===== src/rtl/ram_arbiter_pkg.sv =====
// Shared types and default sizing for the two-master RAM arbiter.
package ram_arbiter_pkg;

  localparam int ADDRW_DEF   = 4;
  localparam int DATAW_DEF   = 8;
  localparam int LOCKMAX_DEF = 16;

  typedef enum logic [1:0] {
    IDLE   = 2'd0,
    GRANT  = 2'd1,
    ACCESS = 2'd2
  } state_t;

  typedef enum logic {
    OWNC = 1'b0,
    OWNL = 1'b1
  } owner_t;

endpackage


===== src/rtl/ram_arbiter_arb_pick.sv =====
// Combinational CPU/loader tie breaker. RAM_ARBITER_RR_EN selects round-robin
// on ties; otherwise the CPU always wins a tie.
module arb_pick
  import ram_arbiter_pkg::*;
(
  input  logic   creq,
  input  logic   lreq,
  input  owner_t lastowner,
  output owner_t winner,
  output logic   valid
);

  assign valid = creq | lreq;

`ifdef RAM_ARBITER_RR_EN
  always_comb begin
    winner = OWNC;
    if (creq && lreq) begin
      winner = (lastowner == OWNC) ? OWNL : OWNC;
    end else if (lreq) begin
      winner = OWNL;
    end
  end
`else
  logic unused_lastowner;
  assign unused_lastowner = lastowner;

  always_comb begin
    winner = OWNC;
    if (lreq && !creq) begin
      winner = OWNL;
    end
  end
`endif

endmodule


===== src/rtl/ram_arbiter.sv =====
// Two-master (CPU, loader) arbiter in front of a synchronous-read RAM port,
// with loader burst lock bounded by LOCKMAX. Tie policy: RAM_ARBITER_RR_EN.
//
// state  | meaning
// IDLE   | no transfer; sample requests, register winner's fields
// GRANT  | RAM address/data/we driven, owner's gnt high
// ACCESS | RAM read data returns, owner's done high; locked loader may chain
module ram_arbiter
  import ram_arbiter_pkg::*;
#(
  parameter int ADDRW   = ADDRW_DEF,
  parameter int DATAW   = DATAW_DEF,
  parameter int LOCKMAX = LOCKMAX_DEF
) (
  input  logic             clk,
  input  logic             resetn,
  input  logic             creq,
  input  logic             cwe,
  input  logic [ADDRW-1:0] caddr,
  input  logic [DATAW-1:0] cwdata,
  output logic             cgnt,
  output logic             cdone,
  output logic [DATAW-1:0] crdata,
  input  logic             lreq,
  input  logic             lwe,
  input  logic             llock,
  input  logic [ADDRW-1:0] laddr,
  input  logic [DATAW-1:0] lwdata,
  output logic             lgnt,
  output logic             ldone,
  output logic [DATAW-1:0] lrdata,
  output logic [ADDRW-1:0] maddr,
  output logic [DATAW-1:0] mwdata,
  output logic             mwe,
  input  logic [DATAW-1:0] mrdata,
  output logic             busy
);

  localparam int LCW = $clog2(LOCKMAX + 1);
  localparam logic [LCW-1:0] LOCK_TC = LCW'(LOCKMAX);

  state_t           state, state_nxt;
  owner_t           owner, lastowner, pick_w, load_own;
  logic             pick_v, load, cpu_forced;
  logic [ADDRW-1:0] r_addr;
  logic [DATAW-1:0] r_wdata;
  logic             r_we;
  logic [LCW-1:0]   lockcnt, lockcnt_nxt, lock_inc;

  arb_pick u_pick (
    .creq      (creq),
    .lreq      (lreq),
    .lastowner (lastowner),
    .winner    (pick_w),
    .valid     (pick_v)
  );

  // Saturating so an uncontested lock burst cannot wrap back below the limit
  assign lock_inc   = (lockcnt == LOCK_TC) ? lockcnt : lockcnt + LCW'(1);
  assign cpu_forced = creq && (lockcnt == LOCK_TC);

  always_comb begin
    state_nxt   = state;
    load        = 1'b0;
    load_own    = pick_w;
    lockcnt_nxt = lockcnt;
    case (state)
      IDLE: begin
        if (pick_v) begin
          load      = 1'b1;
          load_own  = cpu_forced ? OWNC : pick_w;
          state_nxt = GRANT;
        end
      end
      GRANT: state_nxt = ACCESS;
      ACCESS: begin
        state_nxt = IDLE;
        if (owner == OWNL) begin
          lockcnt_nxt = llock ? lock_inc : '0;
          if (llock && lreq && !((lock_inc == LOCK_TC) && creq)) begin
            load      = 1'b1;
            load_own  = OWNL;
            state_nxt = GRANT;
          end
        end
      end
      default: state_nxt = IDLE;
    endcase
    if (load && (load_own == OWNC)) begin
      lockcnt_nxt = '0;
    end
  end

  always_ff @(posedge clk or negedge resetn) begin
    if (!resetn) begin
      state     <= IDLE;
      owner     <= OWNC;
      lastowner <= OWNL;
      r_addr    <= '0;
      r_wdata   <= '0;
      r_we      <= 1'b0;
      lockcnt   <= '0;
      crdata    <= '0;
      lrdata    <= '0;
    end else begin
      state   <= state_nxt;
      lockcnt <= lockcnt_nxt;
      if (load) begin
        owner     <= load_own;
        lastowner <= load_own;
        r_addr    <= (load_own == OWNC) ? caddr  : laddr;
        r_wdata   <= (load_own == OWNC) ? cwdata : lwdata;
        r_we      <= (load_own == OWNC) ? cwe    : lwe;
      end
      if ((state == ACCESS) && !r_we) begin
        if (owner == OWNC) crdata <= mrdata;
        else               lrdata <= mrdata;
      end
    end
  end

  // Field registers only move on GRANT entry, so the RAM bus holds otherwise
  assign maddr  = r_addr;
  assign mwdata = r_wdata;
  assign mwe    = (state == GRANT) && r_we;
  assign cgnt   = (state == GRANT)  && (owner == OWNC);
  assign lgnt   = (state == GRANT)  && (owner == OWNL);
  assign cdone  = (state == ACCESS) && (owner == OWNC);
  assign ldone  = (state == ACCESS) && (owner == OWNL);
  assign busy   = (state != IDLE);

endmodule

===== config.mk =====
export PLATFORM = sky130hd
export DESIGN_NAME = ram_arbiter
export DESIGN_NICKNAME = d
export VERILOG_FILES = /design/src/rtl/ram_arbiter_pkg.sv /design/src/rtl/ram_arbiter_arb_pick.sv /design/src/rtl/ram_arbiter.sv
export SDC_FILE = /design/constraint.sdc
export NUM_CORES = 1
export LEC_CHECK = 0
export ABC_AREA = 1
export CORE_MARGIN = 8
export CORE_UTILIZATION = 63
export CTS_BUF_LIST = sky130_fd_sc_hd__clkbuf_16
export DETAILED_ROUTE_END_ITERATION = 6
export DONT_BUFFER_PORTS = 1
export PLACE_DENSITY = 0.78
export SLEW_MARGIN = 20
export SYNTH_ARGS = -nofsm -noshare
export SYNTH_HDL_FRONTEND = slang
export SYNTH_SLANG_ARGS = --single-unit

===== constraint.sdc =====
create_clock -name clk -period 4.05 [get_ports clk]
set_input_delay 0.81 -clock clk [delete_from_list [all_inputs] [get_ports clk]]
set_output_delay 0.81 -clock clk [all_outputs]
set_load 0.005 [all_outputs]

# Word level (Yosys, flattened, before mapping)
# Cells that the tools add are included.
dict set report op_classes {
  n_mux 22
  eq_ne 5
  n_addsub 1
  bitwise_logic 3
  reduce_logical 22
}
# operator count
set op_table {}
lappend op_table {{$mux W5} 5}
lappend op_table {{$logic_and A1 B1 Y1} 12}
lappend op_table {{$mux W1} 11}
lappend op_table {{$eq A5 B5 Y1 const B} 2}
lappend op_table {{$mux W8} 1}
lappend op_table {{$pmux W2 S3} 1}
lappend op_table {{$reduce_and A2 Y1} 3}
lappend op_table {{$reduce_bool A2 Y1} 3}
lappend op_table {{$add A5 B1 Y5 const B} 1}
lappend op_table {{$mux W4} 1}
lappend op_table {{$pmux W1 S2} 2}
lappend op_table {{$logic_not A1 Y1} 3}
lappend op_table {{$eq A2 B1 Y1 const B} 1}
lappend op_table {{$eq A2 B2 Y1 const B} 1}
lappend op_table {{$logic_not A2 Y1} 1}
lappend op_table {{$mux W2} 1}
lappend op_table {{$ne A2 B2 Y1 const B} 1}
lappend op_table {{$not A1 Y1} 2}
lappend op_table {{$or A1 B1 Y1} 1}
dict set report word_totals {
  inputBits 39
  elab_cells 61
  reg_bits 37
  out_inout_bits 34
}

# Logic depth before layout (Yosys ltp)
dict set report logic_depth {
  ltp_word 13
  depth_mapped 14
  depth_no_buf 13
}

# Cells and area by module
# Synthesis repeated with hierarchy kept, for this count alone.
dict set report hier_totals {
  hier_cells 223
  hier_area_um2 1861.8
}
# module seq_area_each_um2 instances cells_each area_per_inst_um2
set modules_own_cells {}
lappend modules_own_cells {ram_arbiter 952.2 1 219 1846.8}
lappend modules_own_cells {arb_pick 0.0 1 4 15.0}

# Worst setup path before layout
# OpenSTA, ideal clock, no wires.
dict set report synth_timing {
  path_kind {input to register}
  startpoint {in creq}
  endpoint {reg r_wdata[0] (netlist: mwdata[0])}
  arrival_time_ps 1528
  path_stages 10
  t_required_ps 3925
  n_path_buf 1
  setup_ps 125
  setup_slack_ps 2397
  path_cell_list {inv_1 > nor2_1 > nand2_1 > nor2_2 > nand2_2 > nand2_4 > o21ai_4 > buf_6 > nand2_2 > nand3_1}
}
dict set report synth_via {
  elab_chain_len 7
  elab_cells_between_ends 18
  cone_classes {mux (11); bitwise (1); reduce/logical (6)}
}
# item line
set synth_lines {}
lappend synth_lines {{start: declaration} ram_arbiter.sv:17} ;# input logic creq,
lappend synth_lines {{$logic_not A1 Y1 or $logic_and A1 B1 Y1 (tied branches)} {ram_arbiter_arb_pick.sv:30, ram_arbiter.sv:80}}
lappend synth_lines {{$logic_and A1 B1 Y1 or $logic_not A1 Y1 (tied branches)} {ram_arbiter_arb_pick.sv:30, ram_arbiter.sv:80}}
lappend synth_lines {{$mux W1 or $logic_and A1 B1 Y1 (tied branches)} {ram_arbiter_arb_pick.sv:30, ram_arbiter.sv:80}}
lappend synth_lines {{$mux W1 (on tied branches)} {ram_arbiter.sv:80, ram_arbiter.sv:71}}
lappend synth_lines {{$mux W1 (on tied branches)} {ram_arbiter.sv:78, ram_arbiter.sv:69}}
lappend synth_lines {{$pmux W1 S2} ram_arbiter.sv:67} ;# case (state)
lappend synth_lines {{$mux W8} ram_arbiter.sv:112} ;# r_wdata <= (load_own == OWNC) ? cwdata : lwdata;
lappend synth_lines {{end signal: assignment} ram_arbiter.sv:112}
lappend synth_lines {{end: declaration} ram_arbiter.sv:46} ;# logic [DATAW-1:0] r_wdata;
# Parallel ways exist; a longest one is shown, timed or not.
# A chain may end at the register's enable or synchronous reset.

# Worst setup path after layout
dict set report layout_timing {
  startpoint {reg state[1]}
  endpoint {out mwe}
}
dict set report layout_via {
  elab_chain_len 2
}
# item line
set layout_lines {}
lappend layout_lines {{start: declaration} ram_arbiter.sv:42} ;# state_t state, state_nxt;
lappend layout_lines {{start signal: assignment} ram_arbiter.sv:106} ;# state <= state_nxt;
lappend layout_lines {{$eq A2 B1 Y1} ram_arbiter.sv:125} ;# assign mwe = (state == GRANT) && r_we;
lappend layout_lines {{$logic_and A1 B1 Y1} ram_arbiter.sv:125}
lappend layout_lines {{end: declaration} ram_arbiter.sv:34} ;# output logic mwe,
# Every way passes these cells.

==> metrics <==
Ys Warns 0; cell area power density 740 nW/um^2; I/O pins 73; worst rel slew slack 0.623; Final period util 0.466; DR pass1 iterations 4; Worst EP arrival 1080 ps; maximum clock insertion buffer count 2; final wirelength 4.05 mm; Syn Inst Count 207; worst path cell trace nor2_1 > inv_1 > nor2_1; met3 usage 0.0802; share of cells above drive strength 1 0.106; pre-CTS setup slack 1980 ps; first-pass GRT wire length 6.12 mm; fmax 530 MHz; RSZ-0062 raised after global routing false; post-synthesis simple-gate area fraction 0.295; max-capacitance violation count 0; Distinct cells, synth 16; CP startpoint state[1]$_DFFE_PN0P_; number of global-route vias before repair 1,344; DRC 0; critical path fanouts, max 4; post-CTS setup repair buffer count 0; gr ovfl total 0; hold crit path type input pin to asynchronous set/reset pin; pins over their slew limit 0; area occupied by multi-input gates 668 sq um; Power Total 0.00138 W; largest net degree at the start of global routing 38; die height 68.3 microns; Cell Area, Placed 1730 sq um; routed via count 1,368; initial antenna violation count 0; GR Util All Layers 0.180; Max VDD drop 0.528 mV; Syn Area/Cell 8.34 sq um; Reg clk slew, reported paths 50 ps; vias per cell 5.72; Final Skew 7.39 ps; WS Path Type flop to output pin; Mapped Nets 248; Synth Area in XOR/XNOR 0; hold violation count in the final report 0; CTS tree yes; average wire per standard cell 17.0 microns; Die Width 68.3 microns; Synth Area in Compound Gates 0.0776; CTS H-tree lvls 2; GR peak layer met2; mux share of post-synthesis cell area 0; Most common cell on crit path nor2_1; Worst path max stage delay 400 ps; fin nets 249; Layout area overhead 7.98%; register area 926 sq um; latest clock arrival within the worst-skew pair 280 ps; Worst Setup Start Kind flop; largest family of logic cells by synthesized area simple AND/OR/NAND/NOR gates; hold-fix buffers at CTS 0; setup TNS 0 ps; most common cell after layout, fill and taps aside nand2_1; post-route minimum period 1890 ps; row cnt 19; Non-Filler Instances 239; result of the run complete, no violations; setup ws final 2160 ps; Root Buffer clkbuf_16; I/O Buffers 0; Iter 0 DRT Violations 133; register bit total from synthesis 37; met1 GRT Util 0.207; post-cts sizing count 0; total placed cells including tap cells 232; placer's final routability congestion estimate 0.819; n_diodes 0; design area 1860 sq um; Critical Path RT 3240 ps; met2 global-route usage 0.271; worst r2r src lockcnt[0]$_DFFE_PN0P_; core region area 2690 sq um; Post-Syn Area 1730 sq um; Adder-Cell Fraction of Synth Area 0.0145; CTS Buf Count 5; starting density of the core 0.642; commonest non-fill, non-tap cells in the layout 55 x nand2_1, 37 x dfrtp_1, 29 x nand3_1, 27 x inv_1, 21 x o21ai_0; CTS sink count 37; hpwl dp 3.05 mm; Die ar. 4670 sq um; final-layout fill cell count 217; CP Capture Type output pin; DRT antenna net count 0; register area share after synthesis 0.537; LEAKAGE 0.942 nW; Worst Max-Slew Pin Slew 560 ps; final setup vio count 0; crit path max-delay cell type dfrtp_1
==> where the power goes <==
group          internal (W)  switching (W)  total [W]
clock network      0.000219       0.000129   0.000348
registers          0.000536       0.000134   0.000669
logic              0.000126       0.000234   0.000360
==> logic make-up (layout without fill, tap and decap cells) <==
kind of cell | count (synthesis) | in the layout
flip-flops | 37 | 37
buffers and inverters | 32 | 33
AO/OA/AOI/OAI | 24 | 24
adder cells (fa/ha/maj) | 2 | 2
AND/OR/NAND/NOR | 112 | 112
==> stage by stage <==
stage / hold WS, ps / utilization
3_3_place_gp: 475 / 0.644
5_1_grt: 220 / 0.694
4_1_cts: 223 / 0.694
2_1_floorplan: 459 / -
6_report: 225 / 0.694
3_5_place_dp: 491 / 0.644
==> per-layer routing <==
metal | vias to the layer above | share of wire
met5 | - | 0
met4 | 0 | 0.022
met3 | 6 | 0.12
met2 | 77 | 0.48
met1 | 623 | 0.38
li1 | 662 | -
==> Yosys cell counts <==
library cell  instances  area share
buf_4                 1      0.0044
nand2_2              12       0.044
nand4_1               3       0.011
buf_6                 1      0.0065
nand2_4               1      0.0065
nand2_1              55        0.12
nand3_1              29       0.084
o22ai_1               2      0.0073
inv_1                26       0.057
o21ai_0              21       0.061
ha_1                  2       0.015
dfrtp_1              37        0.54
nor2_2                3       0.011
clkbuf_1              4      0.0087
nor2_1                9       0.020
o21ai_4               1      0.0094
==> worst max-delay path, delay by kind of cell (launching register included) <==
| kind | cells | cell delay (ps) |
|---|---|---|
| buffers and inverters | 1 | 90 |
| DFF | 1 | 400 |
| and+or+nand+nor | 2 | 310 |
==> flip-flops by register name (all words and copies together), names as in the netlist <==
signal and cells:
maddr 4, lrdata 8, crdata 8, state 2, owner 1, mwdata 8
r_we 1, lockcnt 5
==> final cells by class <==
| class | count | area share |
|---|---|---|
| well taps | 31 | 0.0208 |
| clock inverters | 2 | 0.00403 |
| flip-flops and latches | 37 | 0.497 |
| inverters | 26 | 0.0524 |
| clock buffers | 5 | 0.0672 |
| multi-input cells | 138 | 0.359 |
==> worst paths after layout <==
path                            cells after the start                      to  slack (ps)
worst max-delay path                                3                     mwe        2160
worst min-delay path                                0   mwdata[5]$_DFFE_PN0P_         230
worst max register to register                     13   mwdata[3]$_DFFE_PN0P_        2190
worst min register to register                      1    state[1]$_DFFE_PN0P_         500
max in group asynchronous                           0  lockcnt[1]$_DFFE_PN0P_        3740
min in group clk                                    1    state[1]$_DFFE_PN0P_         500
Power figures use the tool's default switching activity.
